## src/rtl/audio_mixer_out.sv

```systemverilog
// rtl/audio_mixer_out.sv - music/SFX mixer with tone synthesis, PWM volume gate and registered speaker drive
module audio_mixer_out #(
  parameter int unsigned HIT_HP_START    = 50000,
  parameter int unsigned HIT_HP_STEP     = 2500,
  parameter int unsigned HIT_STEP_CYCLES = 1000000,
  parameter int unsigned HIT_DUR         = 15000000,
  parameter int unsigned BLOCK_HP        = 25000,
  parameter int unsigned BLOCK_DUR       = 8000000,
  parameter int unsigned CW              = 24
) (
  input  logic       clk,
  input  logic       reset,
  input  logic       music_in,
  input  logic       hit_trig,
  input  logic       block_trig,
  input  logic       mute,
  input  logic [2:0] volume,
  output logic       speaker,
  output logic       sfx_active
);

  localparam logic [CW-1:0] HIT_HP_INIT = CW'(HIT_HP_START);
  localparam logic [CW-1:0] BLOCK_HP_C  = CW'(BLOCK_HP);
  localparam logic [CW-1:0] HIT_LAST    = CW'(HIT_DUR - 1);
  localparam logic [CW-1:0] BLOCK_LAST  = CW'(BLOCK_DUR - 1);
  localparam logic [CW-1:0] STEP_LAST   = CW'(HIT_STEP_CYCLES - 1);
  localparam logic [CW:0]   HP_STEP_EXT = (CW+1)'(HIT_HP_STEP);

  typedef enum logic [1:0] {IDLE, HIT, BLOCK} state_t;

  state_t        state_q, state_d;
  logic          start;
  logic          music_m, music_s;
  logic          hit_q, block_q;
  logic          hit_rise, block_rise;
  logic [CW-1:0] hp, hp_cnt, dur, step_cnt;
  logic [CW:0]   hp_sum;
  logic          tone;
  logic [2:0]    pwm_cnt;
  logic          gate, src;

  assign hit_rise   = hit_trig & ~hit_q;
  assign block_rise = block_trig & ~block_q;
  assign hp_sum     = {1'b0, hp} + HP_STEP_EXT;

  always_comb begin
    state_d = state_q;
    start   = 1'b0;
    case (state_q)
      IDLE: begin
        if (hit_rise) begin
          state_d = HIT;
          start   = 1'b1;
        end else if (block_rise) begin
          state_d = BLOCK;
          start   = 1'b1;
        end
      end
      HIT: begin
        if (hit_rise) start = 1'b1;
        else if (dur == HIT_LAST) state_d = IDLE;
      end
      BLOCK: begin
        // A hit always preempts a block; a new block rise restarts the block.
        if (hit_rise) begin
          state_d = HIT;
          start   = 1'b1;
        end else if (block_rise) begin
          start = 1'b1;
        end else if (dur == BLOCK_LAST) begin
          state_d = IDLE;
        end
      end
      default: state_d = IDLE;
    endcase
  end

  always_ff @(posedge clk or posedge reset) begin
    if (reset) begin
      state_q <= IDLE;
      music_m <= 1'b0;
      music_s <= 1'b0;
      hit_q   <= 1'b0;
      block_q <= 1'b0;
    end else begin
      state_q <= state_d;
      music_m <= music_in;
      music_s <= music_m;
      hit_q   <= hit_trig;
      block_q <= block_trig;
    end
  end

  always_ff @(posedge clk or posedge reset) begin
    if (reset) begin
      hp       <= '0;
      hp_cnt   <= '0;
      dur      <= '0;
      step_cnt <= '0;
      tone     <= 1'b0;
    end else if (start) begin
      hp       <= (state_d == HIT) ? HIT_HP_INIT : BLOCK_HP_C;
      hp_cnt   <= '0;
      dur      <= '0;
      step_cnt <= '0;
      tone     <= 1'b0;
    end else if (state_d == IDLE) begin
      hp_cnt   <= '0;
      dur      <= '0;
      step_cnt <= '0;
      tone     <= 1'b0;
    end else begin
      dur <= dur + 1'b1;
      if (hp_cnt == hp - 1'b1) begin
        hp_cnt <= '0;
        tone   <= ~tone;
      end else begin
        hp_cnt <= hp_cnt + 1'b1;
      end
      // Downward pitch sweep: lengthen the half-period, saturating at the counter maximum.
      if (state_q == HIT) begin
        if (step_cnt == STEP_LAST) begin
          step_cnt <= '0;
          hp       <= hp_sum[CW] ? '1 : hp_sum[CW-1:0];
        end else begin
          step_cnt <= step_cnt + 1'b1;
        end
      end
    end
  end

  assign gate = (volume == 3'd7) || (pwm_cnt < volume);
  assign src  = (state_q == IDLE) ? music_s : tone;

  always_ff @(posedge clk or posedge reset) begin
    if (reset) begin
      pwm_cnt    <= '0;
      speaker    <= 1'b0;
      sfx_active <= 1'b0;
    end else begin
      pwm_cnt    <= pwm_cnt + 1'b1;
      speaker    <= src & gate & ~mute;
      sfx_active <= (state_q != IDLE);
    end
  end

endmodule

```

## config.mk

```make
export PLATFORM = sky130hd
export DESIGN_NAME = audio_mixer_out
export DESIGN_NICKNAME = d
export VERILOG_FILES = /design/src/rtl/audio_mixer_out.sv
export SDC_FILE = /design/constraint.sdc
export NUM_CORES = 1
export LEC_CHECK = 0
export CAP_MARGIN = 20
export CORE_MARGIN = 1
export CORE_UTILIZATION = 63
export CTS_CLUSTER_SIZE = 16
export DETAILED_ROUTE_END_ITERATION = 10
export GPL_TIMING_DRIVEN = 0
export HOLD_SLACK_MARGIN = 0.03
export PLACE_DENSITY = 0.79
export RECOVER_POWER = 50
export REMOVE_ABC_BUFFERS = 1
export SYNTH_ARGS = -nofsm -noshare
export SYNTH_HDL_FRONTEND = slang
export SYNTH_SLANG_ARGS = --single-unit
```

## constraint.sdc

```tcl
create_clock -name clk -period 5.1 [get_ports clk]
set_input_delay 1.02 -clock clk [delete_from_list [all_inputs] [get_ports clk]]
set_output_delay 1.02 -clock clk [all_outputs]
set_load 0.05 [all_outputs]
```

==> qor.yml <==
setup_path:
  crit_path_max_fanout: 13
  reg2reg_slack_ps: 970
  critical_path_depth: 10
  worst-setup-path-type: "register to register"
  rr_startpoint: "hp[0]$_DFFE_PP0P_"
  crit_path_cell_trace: "inv_1 > ha_1 > or4b_1 > or4_1 > o22ai_1 > a311o_1 > o2111ai_1 > nor4b_4 > buf_8 > nor3_1"
  regToRegEndpoint: "hp_cnt[23]$_DFF_PP0_"
  critical_path.max_stage_delay_ps: 920
  required_ps: 5360
  crit_slowest_cell: "nor4b_4"
  end_kind: "register"
  startpoint_type: "register"
  cp.buffers_inverters: 2
  ff2ff_path_depth: 10
  critPathTopFamily: "simple AND/OR/NAND/NOR gates"
  arrival_ps: 4390
logic_synthesis:
  ys_seq_area_frac: 0.410
  syn_area_per_cell_sq_um: 9.09
  synth_top_area_share: 0.410
  synth_edf_count: 0
  ys_async_sr_fraction: 1.00
  yosys_warnings: 0
  synth_area_leaders: "dfrtp_1 (41%), xor2_1 (6.2%), xnor2_1 (5.9%)"
  synthFlopType: "dfrtp_1"
  ys_seq_elements: 107
  synthCells: 719
  syn_area_sq_um: 6530
  synth_cell_types: 64
  yosys.area.top_type: "dfrtp_1"
timing:
  worst_pin_slew_ps: 1810
  rsz0062_at_grt: "no"
  clock_skew_ps: 8.12
  hold_viol_final: 0
  setup_viol: 0
  final_max_slew_viol_count: 77
  slew_headroom: -0.205
  fmaxAchievable_mhz: 242
  period_minus_slack_ps: 4130
  finalCritPeriodShare: 0.810
clocking:
  postCtsSetupBuffers: 0
  cts_num_sinks: 107
  ctsHoldBuffers: 0
  htree_levels: 3
  cts-root-buf: "clkbuf_8"
  path_clk_slew_ps: 100
  cts_made_buffers: 9
  tritoncts: "built"
  clk_latency_ps: 380
  cts_resized: 0
  clk_path_buf_depth: 2
grt:
  grt_overflow: 0
  grt_pass1_vias: 5176
  grt_use_total: 0.277
  grt_first_pass_wirelength_mm: 24.4
  antenna_found_initial: 0
  grt_max_degree: 77
pwr:
  powerDensity_nw_per_um2: 261
  ir_drop_v: 0.000228
  p_leak_nw: 2.80
floorplan:
  coreArea_sq_um: 9910
  die_area_sq_um: 10800
  io_pins: 11
  start_util: 0.659
  rows: 36
  die_w_microns: 104
  fp.dieH_microns: 104
placement:
  place_congestion: 0.908
  dp.final_hpwl_mm: 9.99
  dpl.cell_count: 828
  io_buffers: 10
  place_area_sq_um: 6690
detailed_routing:
  ant_nets: 0
  drtIter0Drc: 342
  wire_per_inst_microns: 16.6
  first_pass_iters: 6
  via_count: 5392
  drc: 0
  vias_per_cell: 6.38
  routed_wl_mm: 14.0
final_layout:
  drive_above_1_share: 0.0772
  final_cells: 845
  num_antenna_cells: 0
  syn2layout_area_growth_pct: 4.79
  stdcell_area_sq_um: 6850
  nets: 725
status:
  violations: "capacitance limit, slew limit"
  status: "complete, but fails checks"
hold_path:
  min_from: "music_m$_DFF_PP0_"
  hold_end: "music_s$_DFF_PP0_"
  hold_path_class: "register to register"
  whs_path_depth: 0
run:
  max_cap_viol_count: 1
==> metal layers <==
metal,track usage,share of wire,vias up
li1,-,-,2548
met1,0.371,0.44,2627
met2,0.463,0.50,179
met3,0.0453,0.042,38
met4,0.0847,0.019,0
met5,0,0,-
==> cell usage in the layout (no fill, tap or decap), types with 5 or more instances in the layout <==
cell               n
or3_1              8
and3_1            17
xnor2_1           44
inv_1             17
ha_1               9
and4_1            10
nor4_1            11
or4_1              7
o21ai_0           21
nand4_1           19
nand3_1           44
clkdlybuf4s50_1    6
a211oi_1           7
a31oi_1            6
a21oi_1           33
a21o_1             5
dfrtp_1          107
nor3_2            21
and2_1             8
clkbuf_8           9
nand2_1           61
nor3_1            18
mux2i_1            5
nor4b_1            6
a311oi_1           8
nor2_1            85
xor2_1            46
==> registers in the layout (all words and copies together), names as in the netlist <==
| register | cells |
|---|---|
| block_q | 1 |
| dur | 24 |
| hit_q | 1 |
| hp | 23 |
| hp_cnt | 24 |
| music_m | 1 |
| music_s | 1 |
| pwm_cnt | 3 |
| sfx_active | 1 |
| speaker | 1 |
| state_q | 2 |
| step_cnt | 24 |
| tone | 1 |
==> synthesized netlist by cell type (17+ instances only) <==
master	number
a21oi_1	33
xor2_1	46
nand4_1	19
dfrtp_1	107
nand2_1	61
clkbuf_1	26
nor3_1	18
nor2_1	85
o21ai_0	22
xnor2_1	44
nor3_2	21
inv_1	18
nand3_1	44
and3_1	17
==> cell type report <==
| cell class | count | area (sq um) |
|---|---|---|
| clock buffers | 10 | 128 |
| clock inverters | 6 | 47.5 |
| fillers | 766 | 3060 |
| inverters | 18 | 68.8 |
| multi-input cells | 556 | 3610 |
| flip-flops and latches | 107 | 2680 |
| well taps | 133 | 166 |
| repair buffers | 15 | 150 |
==> cell families (layout without fill, tap and decap cells) <==
kind of cell	after synthesis	after routing	share of synthesized area
AO/OA/AOI/OAI	107	107	0.110
XOR/XNOR	90	90	0.121
adder cells (fa/ha/maj)	9	9	0.0172
buffers and inverters	56	49	0.0396
flip-flops	107	107	0.410
multiplexers	5	5	0.00766
AND/OR/NAND/NOR	345	345	0.295
==> per-stage QoR <==
stage	total power, W	hold slack, ps	setup TNS (ps)	util	worst slack [ps]
after floorplan	0.00121	331	-52810	-	-890
after detailed placement	0.00132	344	0	0.675	1070
after global placement	0.00129	336	-246330	0.667	-3390
after global routing	0.00188	376	0	0.691	675
after CTS	0.00180	367	0	0.693	1030
final	0.00178	364	0	0.691	967
==> power breakdown <==
part	switching [W]	leakage [nW]	internal (W)
registers	0.0000930	1.43	0.000902
logic	0.000192	1.28	0.000121
clock network	0.000293	0.0929	0.000184
total	0.000578	2.80	0.00121
==> how the worst max path moves through the flow <==
stage | start | end | slack [ps]
after detailed placement | hp[0]$_DFFE_PP0P_ | hp_cnt[23]$_DFF_PP0_ | 1070
final | hp[0]$_DFFE_PP0P_ | hp_cnt[23]$_DFF_PP0_ | 970
after CTS | hp[0]$_DFFE_PP0P_ | hp_cnt[23]$_DFF_PP0_ | 1030
after global placement | hit_trig | step_cnt[16]$_DFFE_PP0P_ | -3390
after global routing | hp[0]$_DFFE_PP0P_ | hp_cnt[23]$_DFF_PP0_ | 670
after floorplan | hit_trig | step_cnt[0]$_DFFE_PP0P_ | -890
Power figures use the tool's default switching activity.
==> RTL change 1 (config.mk and constraints unchanged) <==
Put one more register stage on the output `sfx_active`, cleared by the reset. The value now appears one clock later. The other outputs are not delayed to match.
--- a/src/rtl/audio_mixer_out.sv
+++ b/src/rtl/audio_mixer_out.sv
@@ -28,4 +28,6 @@
 
   typedef enum logic [1:0] {IDLE, HIT, BLOCK} state_t;
+
+  logic sfx_active_s0;
 
   state_t        state_q, state_d;
@@ -137,9 +139,17 @@
       pwm_cnt    <= '0;
       speaker    <= 1'b0;
-      sfx_active <= 1'b0;
+      sfx_active_s0 <= 1'b0;
     end else begin
       pwm_cnt    <= pwm_cnt + 1'b1;
       speaker    <= src & gate & ~mute;
-      sfx_active <= (state_q != IDLE);
+      sfx_active_s0 <= (state_q != IDLE);
+    end
+  end
+
+  always_ff @(posedge clk or posedge reset) begin
+    if (reset) begin
+      sfx_active <= '0;
+    end else begin
+      sfx_active <= sfx_active_s0;
     end
   end
Check against the original RTL: not equivalent (a bounded check fails within 4 cycles, from zero or initial values and one cycle with reset high).
==> RTL change 1 against the unedited design <==
- the run still ends with capacitance limit, slew limit left
- critical path depth unchanged
- non-clock buffer count increased by 1
- area after synthesis increased by 0.38%
- sequential share of layout area decreased by 0.11 points
- sequential cell count increased by 1
- wire length increased by 4.0%
- setup slack improved by 0.012 ns
- cell area increased by 1.2%
- first-iteration DRC count increased by 32%
- power increased by 7.7%
- synthesized cell count increased by 0.14%
- critical path type unchanged
- critical endpoint is now hp_cnt[18]
- largest cell class unchanged
- highest routed layer unchanged
==> RTL change 1: results (changes against the unedited design) <==
| Metric | Value |
|---|---|
| WL met3 | 590 um (+1.0%) |
| Layout Nets | 727 (+0.28%) |
| CTS Sinks | 108 (+0.93%) |
| Worst slew pin tran | 1.78 ns (-0.0323 ns) |
| CLK BUF | 9 (-1) |
| Post-synthesis adder-cell area fraction | 1.72% (-0.0066 points) |
| Clock Latency Late Sink | 0.40 ns (+0.02 ns) |
| ClkCell Share | 3.27% (+0.71 points) |
| GR Util All Layers | 28.5% (+0.75 points) |
| Fmax | 243 MHz (+0.29%) |
| Die Width | 104 um (+0.19%) |
| DR iter-0 viols | 451 (+32%) |
| Area occupied by registers | 0.00270 mm2 (+0.93%) |
| Most common library cells after synthesis | dfrtp_1 (108), nor2_1 (85), nand2_1 (61) |
| Mean post-synth cell area | 9.11 um2 (+0.24%) |
| Vias in the first global route | 5,347 (+3.3%) |
| Largest net degree at the start of global routing | 76 (-1.3%) |
| Met2 Use GR | 48.0% (+1.7 points) |
| FILL cells | 793 (+3.5%) |
| GR Util met1 | 34.6% (-2.5 points) |
| Post-Place Cells | 829 (+0.12%) |
| Post-synthesis xor/xnor area fraction | 12.0% (-0.046 points) |
| Largest cells by area after synthesis | dfrtp_1 (41%), xor2_1 (6.1%), xnor2_1 (5.9%) |
| HP Class | reg -> reg |
| Metal-1 WL | 6420 um (+3.2%) |
| Multiplexer share of the synthesized area | 0.763% (-0.0029 points) |
| Sw Share | 31.5% (-0.90 points) |
| HPWL after DPL | 10,200 um (+2.2%) |
| Leak | 2.84 nW (+1.4%) |
| Via count | 5,394 (+0.037%) |
| Max-capacitance violation count | 1 (unchanged) |
| Layout non-clock buf frac | 2.27% (+0.082 points) |
| Dpl ws | 1.03 ns (-0.0479 ns) |
| Failing checks | capacitance limit, slew limit |
| Status | finished with violations |
| Worst EP arrival | 4.41 ns (+0.02 ns) |
| Final cell count without fillers | 847 (+0.24%) |
| Critical Path Sink | hp_cnt[18] |
| VDD IR max | 0.000274 V (+20%) |
| Final Skew | 0.0168 ns (+0.00865 ns) |
| Cts repair resizes | 0 (unchanged) |
| Placed inst area | 0.00672 mm2 (+0.41%) |
| Layout cell share with drive strength beyond 1 | 7.98% (+0.26 points) |
| First-pass GRT wire length | 24,800 um (+1.7%) |
| Metal2 WL | 7170 um (+3.0%) |
| Bufs w/o clock | 16 (+1) |
| Routability cong. | 0.880 (-3.1%) |
| Seq/Total Area, Yosys | 41.2% (+0.23 points) |
| First-pass DRT Iterations | 5 (-1) |
| Routed length per instance | 17.2 um (+3.7%) |
| Max Slew Vio Count | 76 (-1.3%) |
| Complex-gate fraction of the synthesized area | 11.0% (-0.042 points) |
| Met3 Use GR | 5.89% (+1.4 points) |
| Post-CTS Setup Bufs | 0 (unchanged) |
RTL change 1: changes by cell type after synthesis:
cell     before  now
dfrtp_1     107  108
RTL change 1: through the flow:
stage / setup TNS (ns) / utilization, % / total power (W) / hold WS, ns
6_report: 0 / 69.9 / 0.00192 / 0.359
2_1_floorplan: -52.81 / - / 0.00122 / 0.331
3_5_place_dp: 0 / 67.8 / 0.00133 / 0.338
3_3_place_gp: -266.52 / 66.9 / 0.00130 / 0.335
5_1_grt: 0 / 69.9 / 0.00201 / 0.391
4_1_cts: 0 / 70.1 / 0.00193 / 0.363
RTL change 1: power groups by stage:
| stage | Sequential (W) | Combinational, W | Clock [W] |
|---|---|---|---|
| floorplan | 0.000996 | 0.000225 | 0 |
| global placement | 0.00101 | 0.000290 | 0 |
| detailed placement | 0.00102 | 0.000315 | 0 |
| CTS | 0.000999 | 0.000316 | 0.000618 |
| global route | 0.00101 | 0.000351 | 0.000645 |
| finish | 0.00100 | 0.000315 | 0.000603 |
==> RTL change 2 (same flow settings) <==
Without the edit above. `HIT_HP_START`: 50000 -> 25000.
--- a/src/rtl/audio_mixer_out.sv
+++ b/src/rtl/audio_mixer_out.sv
@@ -1,5 +1,5 @@
 // rtl/audio_mixer_out.sv - music/SFX mixer with tone synthesis, PWM volume gate and registered speaker drive
 module audio_mixer_out #(
-  parameter int unsigned HIT_HP_START    = 50000,
+  parameter int unsigned HIT_HP_START    = 25000,
   parameter int unsigned HIT_HP_STEP     = 2500,
   parameter int unsigned HIT_STEP_CYCLES = 1000000,
Check against the original RTL: same outputs for any inputs over 10 cycles, from zero or initial values and one cycle with reset high; that may be too few to reach the edited logic, so the function may still have changed.
==> RTL change 2 against the unedited design <==
- the flow still finishes with violations (capacitance limit, slew limit)
- wire length up 2.2%
- area after synthesis up 1.7%
- setup slack worse by 0.12 ns
- cell area up 1.9%
- sequential cell count unchanged
- global-route usage increased by 0.19 points
- power down 6.3%
- utilization is 1.2 points lower
==> RTL change 2: results (changes against the unedited design) <==
| Metric | Value |
|---|---|
| Mean post-synth cell area | 9.19 um2 (+1.2%) |
| Routability cong. | 0.871 (-4.1%) |
| Crit. Startpoint | hit_trig |
| Max-capacitance violation count | 1 (unchanged) |
| Crit-path max FO | 22 (+9) |
| Status | finished with violations |
| Failing checks | capacitance limit, slew limit |
| Largest cells by area after synthesis | dfrtp_1 (40%), xor2_1 (5.7%), xnor2_1 (5.4%) |
| Yosys cell types | 78 (+22%) |
| PD cells | 240 mW/mm2 (-8.1%) |
| Placed inst area | 0.00678 mm2 (+1.4%) |
| Hold WS | 0.396 ns (+0.0322 ns) |
| Flop-to-flop setup slack | 0.87 ns (-0.10 ns) |
| Final Skew | 0.00810 ns (-0.0000289 ns) |
| Clock Latency Late Sink | 0.40 ns (+0.02 ns) |
| Worst EP arrival | 4.56 ns (+0.17 ns) |
| First-pass GRT wire length | 24,500 um (+0.39%) |
| Layout Nets | 727 (+0.28%) |
| DR iter-0 viols | 419 (+23%) |
| Seq/Total Area, Yosys | 40.3% (-0.69 points) |
| Period utilization | 83.3% (+2.3 points) |
| Slew HR | -43.8% (-23 points) |
| Reg2Reg Launch Point | dur[1] |
| HPWL after DPL | 10,100 um (+0.74%) |
| Vias/cell | 6.30 (-1.3%) |
| Max Slew Vio Count | 51 (-34%) |
| VDD IR max | 0.000263 V (+15%) |
[RTL change 2: changes by cell type after synthesis, sizes merged, moves of 4 or more]
cell    delta
o21a       +4
nor4       +7
nand2     -13
nor3      +14
nor2       -6
buf        +4
or2        +4
nand2b     +4
inv        +6
nand3     -11
[RTL change 2: area by class of cell]
class | count | area share, %
clock buffers | 11 | 2.17
clock inverters | 5 | 0.861
inverters | 24 | 1.31
multi-input cells | 552 | 52.4
flip-flops and latches | 107 | 38.4
well taps | 136 | 2.44
repair buffers | 15 | 2.44
[RTL change 2: critical path, cell delays in order]
cell and delay [ns]:
dlygate4sd3_1 0.55, nor2b_1 0.16, a21boi_1 0.22, nor2_1 0.85
o31ai_4 0.44, buf_8 0.30, buf_16 0.17, inv_2 0.12
nand2_1 0.43, a21oi_1 0.28
[RTL change 2: cells by family after synthesis]
family / share of synthesized area, %
and+or+nand+nor: 29.0
AOI/OAI and AO/OA: 12.2
DFF: 40.3
xor gates and xnor gates: 11.1
buffers and inverters: 4.84
adders and majority gates: 1.69
muxes: 0.922
[RTL change 2: layer usage]
layer | global-route usage (%) | wire [um] | vias up
li1 | - | - | 2565
met5 | 0 | 0 | -
met3 | 6.61 | 541 | 28
met1 | 33.9 | 6350 | 2646
met2 | 47.7 | 7150 | 116
met4 | 11.5 | 307 | 0
[RTL change 2: report_power, final]
part           total, W  internal, W  leakage (nW)  switching [W]
clock          0.000554     0.000256         0.111       0.000298
sequential     0.000938     0.000891          1.43      0.0000468
combinational  0.000179    0.0000722          1.30       0.000107
